File: src/rtl/fft_frame_ctrl.sv
// fft_frame_ctrl: sequences one 32-point FFT frame through load, pipeline
// drain, sorter capture and 64-word answer streaming, with abort (flush),
// seq-timeout error handling and a wrapping completed-frame counter.
module fft_frame_ctrl #(
  parameter int PIPE_LAT    = 31,
  parameter int SEQ_TIMEOUT = 64
) (
  input  logic       clk,
  input  logic       rst_n,
  input  logic       in_valid,
  output logic       in_ready,
  input  logic       flush,
  input  logic       seq,
  output logic       pipe_en,
  output logic       start_sorting,
  output logic       out_valid,
  output logic [5:0] out_idx,
  output logic       out_last,
  output logic       busy,
  output logic       done,
  output logic       err,
  output logic [7:0] frame_cnt
);

  // One shared cycle counter serves DRAIN, SORT and the STREAM timeout,
  // so it is sized for the largest of the three spans.
  localparam int MAX_A = (PIPE_LAT > SEQ_TIMEOUT) ? PIPE_LAT : SEQ_TIMEOUT;
  localparam int MAX_C = (MAX_A > 32) ? MAX_A : 32;
  localparam int CW    = $clog2(MAX_C + 1);

  localparam logic [CW-1:0] DRAIN_END = CW'(PIPE_LAT - 1);
  localparam logic [CW-1:0] SORT_END  = CW'(31);
  localparam logic [CW-1:0] TMO_END   = CW'(SEQ_TIMEOUT - 1);

  typedef enum logic [2:0] {
    IDLE   = 3'd0,
    LOAD   = 3'd1,
    DRAIN  = 3'd2,
    SORT   = 3'd3,
    STREAM = 3'd4,
    DONE   = 3'd5,
    ERR    = 3'd6
  } state_t;

  state_t        state_reg;
  logic [4:0]    samp_cnt_reg;
  logic [CW-1:0] cyc_cnt_reg;
  logic [6:0]    word_cnt_reg;
  logic          out_valid_reg;
  logic [5:0]    out_idx_reg;
  logic          out_last_reg;
  logic          err_reg;
  logic [7:0]    frame_cnt_reg;

  logic xfer;
  logic take_word;

  // Handshake and enables decode straight from the state register; a sample
  // presented together with flush (or during reset) never advances the datapath.
  assign in_ready      = (state_reg == IDLE) || (state_reg == LOAD);
  assign xfer          = rst_n & in_valid & in_ready & ~flush;
  assign pipe_en       = xfer || (state_reg == DRAIN) || (state_reg == SORT);
  assign start_sorting = (state_reg == SORT);
  assign busy          = (state_reg != IDLE);
  assign done          = (state_reg == DONE);

  // A sorter word is accepted only in STREAM and only until all 64 have arrived.
  assign take_word = (state_reg == STREAM) && seq && !word_cnt_reg[6];

  assign out_valid = out_valid_reg;
  assign out_idx   = out_idx_reg;
  assign out_last  = out_last_reg;
  assign err       = err_reg;
  assign frame_cnt = frame_cnt_reg;

  // Frame sequencer: state, phase counters and registered stream outputs.
  always_ff @(posedge clk or negedge rst_n) begin
    if (!rst_n) begin
      state_reg     <= IDLE;
      samp_cnt_reg  <= '0;
      cyc_cnt_reg   <= '0;
      word_cnt_reg  <= '0;
      out_valid_reg <= 1'b0;
      out_idx_reg   <= '0;
      out_last_reg  <= 1'b0;
      err_reg       <= 1'b0;
      frame_cnt_reg <= '0;
    end else if (flush) begin
      state_reg     <= IDLE;
      samp_cnt_reg  <= '0;
      cyc_cnt_reg   <= '0;
      word_cnt_reg  <= '0;
      out_valid_reg <= 1'b0;
      out_idx_reg   <= '0;
      out_last_reg  <= 1'b0;
      err_reg       <= 1'b0;
    end else begin
      out_valid_reg <= take_word;
      out_last_reg  <= take_word && (word_cnt_reg == 7'd63);
      if (take_word) begin
        out_idx_reg  <= word_cnt_reg[5:0];
        word_cnt_reg <= word_cnt_reg + 7'd1;
      end

      case (state_reg)
        IDLE: begin
          if (xfer) begin
            state_reg    <= LOAD;
            samp_cnt_reg <= 5'd1;
          end
        end
        LOAD: begin
          if (xfer) begin
            samp_cnt_reg <= samp_cnt_reg + 5'd1;
            if (samp_cnt_reg == 5'd31) begin
              state_reg   <= DRAIN;
              cyc_cnt_reg <= '0;
            end
          end
        end
        DRAIN: begin
          if (cyc_cnt_reg == DRAIN_END) begin
            state_reg   <= SORT;
            cyc_cnt_reg <= '0;
          end else begin
            cyc_cnt_reg <= cyc_cnt_reg + 1'b1;
          end
        end
        SORT: begin
          if (cyc_cnt_reg == SORT_END) begin
            state_reg    <= STREAM;
            cyc_cnt_reg  <= '0;
            word_cnt_reg <= '0;
          end else begin
            cyc_cnt_reg <= cyc_cnt_reg + 1'b1;
          end
        end
        STREAM: begin
          // The last word has been presented; close the frame next.
          if (word_cnt_reg[6]) begin
            state_reg     <= DONE;
            word_cnt_reg  <= '0;
            frame_cnt_reg <= frame_cnt_reg + 8'd1;
          end else if ((word_cnt_reg == 7'd0) && !seq) begin
            // Sorter never started streaming: give up after the timeout.
            if (cyc_cnt_reg == TMO_END) begin
              state_reg <= ERR;
              err_reg   <= 1'b1;
            end else begin
              cyc_cnt_reg <= cyc_cnt_reg + 1'b1;
            end
          end
        end
        DONE: begin
          state_reg <= IDLE;
        end
        ERR: begin
          state_reg <= ERR;
        end
        default: begin
          state_reg <= IDLE;
        end
      endcase
    end
  end

endmodule
File: config.mk
export PLATFORM = sky130hd
export DESIGN_NAME = fft_frame_ctrl
export DESIGN_NICKNAME = d
export VERILOG_FILES = /design/src/rtl/fft_frame_ctrl.sv
export SDC_FILE = /design/constraint.sdc
export NUM_CORES = 1
export LEC_CHECK = 0
export ABC_AREA = 1
export CAP_MARGIN = 20
export CORE_MARGIN = 3
export CORE_UTILIZATION = 60
export CTS_CLUSTER_DIAMETER = 100
export DETAILED_ROUTE_END_ITERATION = 12
export PLACE_DENSITY_LB_ADDON = 0.1
export SLEW_MARGIN = 20
export SYNTH_ARGS = -nofsm -noshare
export SYNTH_HDL_FRONTEND = slang
export SYNTH_SLANG_ARGS = --single-unit
File: constraint.sdc
create_clock -name clk -period 4.1 [get_ports clk]
set_input_delay 1.23 -clock clk [delete_from_list [all_inputs] [get_ports clk]]
set_output_delay 1.23 -clock clk [all_outputs]
set_load 0.05 [all_outputs]
==> impl_metrics.py <==
metrics = {
    "drt": {
        "routedWlPerCell_um": 12.7,
        "finalWirelength_mm": 4.69,
        "met2_length_mm": 2.18,
        "vias": 1942,
        "top_layer_used": "met4",
        "drc": 0,
        "drtPass1Iterations": 4,
        "vias_per_cell": 5.28,
        "drt_iter0_drc": 192,
        "met3_wirelength_um": 191,
        "drt-met1-wl_mm": 2.22,
        "ant_nets": 0,
    },
    "global_route": {
        "grt_max_degree": 40,
        "antenna_found_initial": 0,
        "grtUsageTotal_pct": 24.1,
        "grt_overflow": 0,
        "grt_pass1_wl_mm": 8.13,
        "grt_pass1_vias": 1853,
    },
    "logic_synthesis": {
        "yosysWarnings": 0,
        "synth_area_leaders": "dfrtp_1 44%, nand2_1 13%, nand3_1 7.4%",
        "synth-async-reset-ratio_pct": 100,
        "syn_area_mm2": 0.00224,
        "synth_top_family_by_area": "simple AND/OR/NAND/NOR gates",
        "yosysSeqAreaShare_pct": 43.6,
        "synthAdderAreaFrac_pct": 3.92,
        "synth_largest_area_cell": "dfrtp_1",
        "ys_seq_elements": 39,
        "synth_edf_count": 0,
        "synth_ff_type": "dfrtp_1",
        "syn_inst": 289,
        "yosys.area.top_type_share_pct": 43.6,
        "yosys.area_share.xor_xnor_pct": 4.70,
        "synth.most_common_cell": "nand2_1",
        "synth_nets": 301,
        "synthTopCellsByCount": "77 x nand2_1, 39 x dfrtp_1, 33 x nand3_1",
        "synth-simple-area-share_pct": 32.6,
        "avgSynthCellArea_um2": 7.74,
        "synth_compound_area_share_pct": 7.72,
        "synth_cell_type_count": 30,
        "synth_mux_area_share_pct": 0.504,
    },
    "layout": {
        "final_nets": 333,
        "final_cells": 368,
        "fin_area_mm2": 0.00264,
        "antenna_cells": 0,
        "largest_reg_flops": 8,
        "syn2layout_area_growth_pct": 18.0,
        "drive_gt1_share_pct": 10.6,
    },
    "floorplanning": {
        "die-width_um": 67.0,
        "core_mm2": 0.00347,
        "num_rows": 21,
        "design.die.area_mm2": 0.00450,
        "die_h_um": 67.0,
        "io_pins": 27,
        "start_util_pct": 64.5,
    },
    "sta": {
        "worst_slew_pin_slew_ns": 0.507,
        "timing.fmax_mhz": 288,
        "slew_headroom_pct": 66.1,
        "rsz0062_at_grt": "no",
        "setup_violations": 0,
        "fin_crit_sh_pct": 84.8,
        "period_needed_ns": 3.48,
        "setup-tns-final_ns": 0,
        "skew_ns": 0.00861,
        "finalHoldViolations": 0,
        "slew_viol_final": 0,
    },
    "worst_setup_path": {
        "worstReg2RegEnd": "word_cnt_reg[6]",
        "timing_worst_setup_path_type": "input port to primary output",
        "worst-r2r-setup-slack_ns": 2.25,
        "reg2reg_depth": 7,
        "critPathMaxFanout": 6,
        "r2r-start": "state_reg[1]",
        "arrival_ns": 2.25,
        "crit_path_end_kind": "primary output",
        "startpoint_type": "input port",
        "crit_required_ns": 2.87,
    },
    "clock_tree": {
        "insertion_delay_ns": 0.29,
        "hold_buffers": 0,
        "numCtsBuffers": 5,
        "clock_sinks": 39,
        "cts_max_level": 2,
        "tritoncts": "done",
        "cts_buffer_depth": 2,
        "post_cts_buffers": 0,
        "path_clk_slew_ns": 0.08,
        "cts_resized": 0,
        "clockRootBuffer": "clkbuf_8",
    },
    "placed_design": {
        "dp_hpwl_mm": 3.40,
        "io_buffers": 26,
        "finalWeightedCongestion": 0.888,
        "place_inst": 360,
        "place_area_mm2": 0.00255,
    },
    "hold_path": {
        "min_to": "frame_cnt[7]",
        "min_from": "frame_cnt[7]",
        "holdPathStages": 1,
        "hold_path_class": "flop to flop",
    },
    "pwr": {
        "pwr_density_cell_mw_per_mm2": 385,
        "peakVddDrop_v": 0.000252,
        "power.leakage_nw": 1.32,
    },
    "flow_run": {
        "maxCapViolCount": 0,
    },
    "status": {
        "status": "complete, no violations",
    },
}
[layer usage]
layer | GRT usage (%) | vias to the layer above
li1 | - | 990
met5 | 0 | -
met3 | 5.23 | 11
met4 | 10.6 | 0
met2 | 38.5 | 45
met1 | 31.2 | 896
[cells by family after synthesis]
kind of cell | after synthesis
flip-flops | 39
AND/OR/NAND/NOR | 161
multiplexers | 1
adder cells (fa/ha/maj) | 7
AO/OA/AOI/OAI | 32
XOR/XNOR | 12
buffers and inverters | 37
[layout by cell type, fill, tap and decap left out, types with 2 or more instances in the layout]
cell,instances
nor2_4,3
nand2_1,77
nor2_1,30
a21oi_1,10
inv_1,28
o21ai_1,3
dfrtp_1,39
nor3_1,3
clkinvlp_4,2
o22ai_1,3
buf_4,3
a31oi_1,2
nand4_1,3
nor2_2,4
nand3_1,33
xor2_1,8
o21ai_0,12
clkdlybuf4s50_1,24
clkbuf_8,5
xnor2_1,4
inv_2,5
nand2_2,3
ha_1,7
[area by class of cell]
type | count | area (µm²)
clock buffers | 5 | 68.8
clock inverters | 3 | 20.0
fillers | 286 | 830
inverters | 33 | 124
multi-input cells | 213 | 1100
flip-flops and latches | 39 | 976
well taps | 46 | 57.6
repair buffers | 29 | 288
[critical path: stages]
cell and delay [ns]:
clkdlybuf4s50_1 0.47, nand2_1 0.05, inv_1 0.13, nand3_1 0.11
nand2_1 0.12, buf_12 0.14
[how the worst max path moves through the flow]
stage | startpoint | to | slack [ns] | cells past startpoint
2_1_floorplan | flush | pipe_en | 0.93 | 4
3_3_place_gp | in_valid | pipe_en | 0.66 | 6
3_5_place_dp | in_valid | pipe_en | 0.62 | 6
4_1_cts | in_valid | pipe_en | 0.62 | 6
5_1_grt | in_valid | pipe_en | 0.52 | 6
6_report | in_valid | pipe_en | 0.62 | 6
[per-stage QoR]
step	utilization (%)	setup WS, ns	power, mW	hold WS, ns
after floorplan	-	0.935	0.671	0.485
after global placement	73.5	0.657	0.758	0.456
after detailed placement	73.5	0.618	0.763	0.463
after CTS	76.1	0.616	1.02	0.474
after global routing	76.1	0.523	1.07	0.502
final	76.1	0.625	1.02	0.471
[report_power, final]
| part | switching (mW) | internal (mW) | total, mW |
|---|---|---|---|
| sequential | 0.0279 | 0.399 | 0.427 |
| clock | 0.140 | 0.118 | 0.258 |
| combinational | 0.229 | 0.102 | 0.331 |
Note: power is estimated with default switching activity, not from simulation.
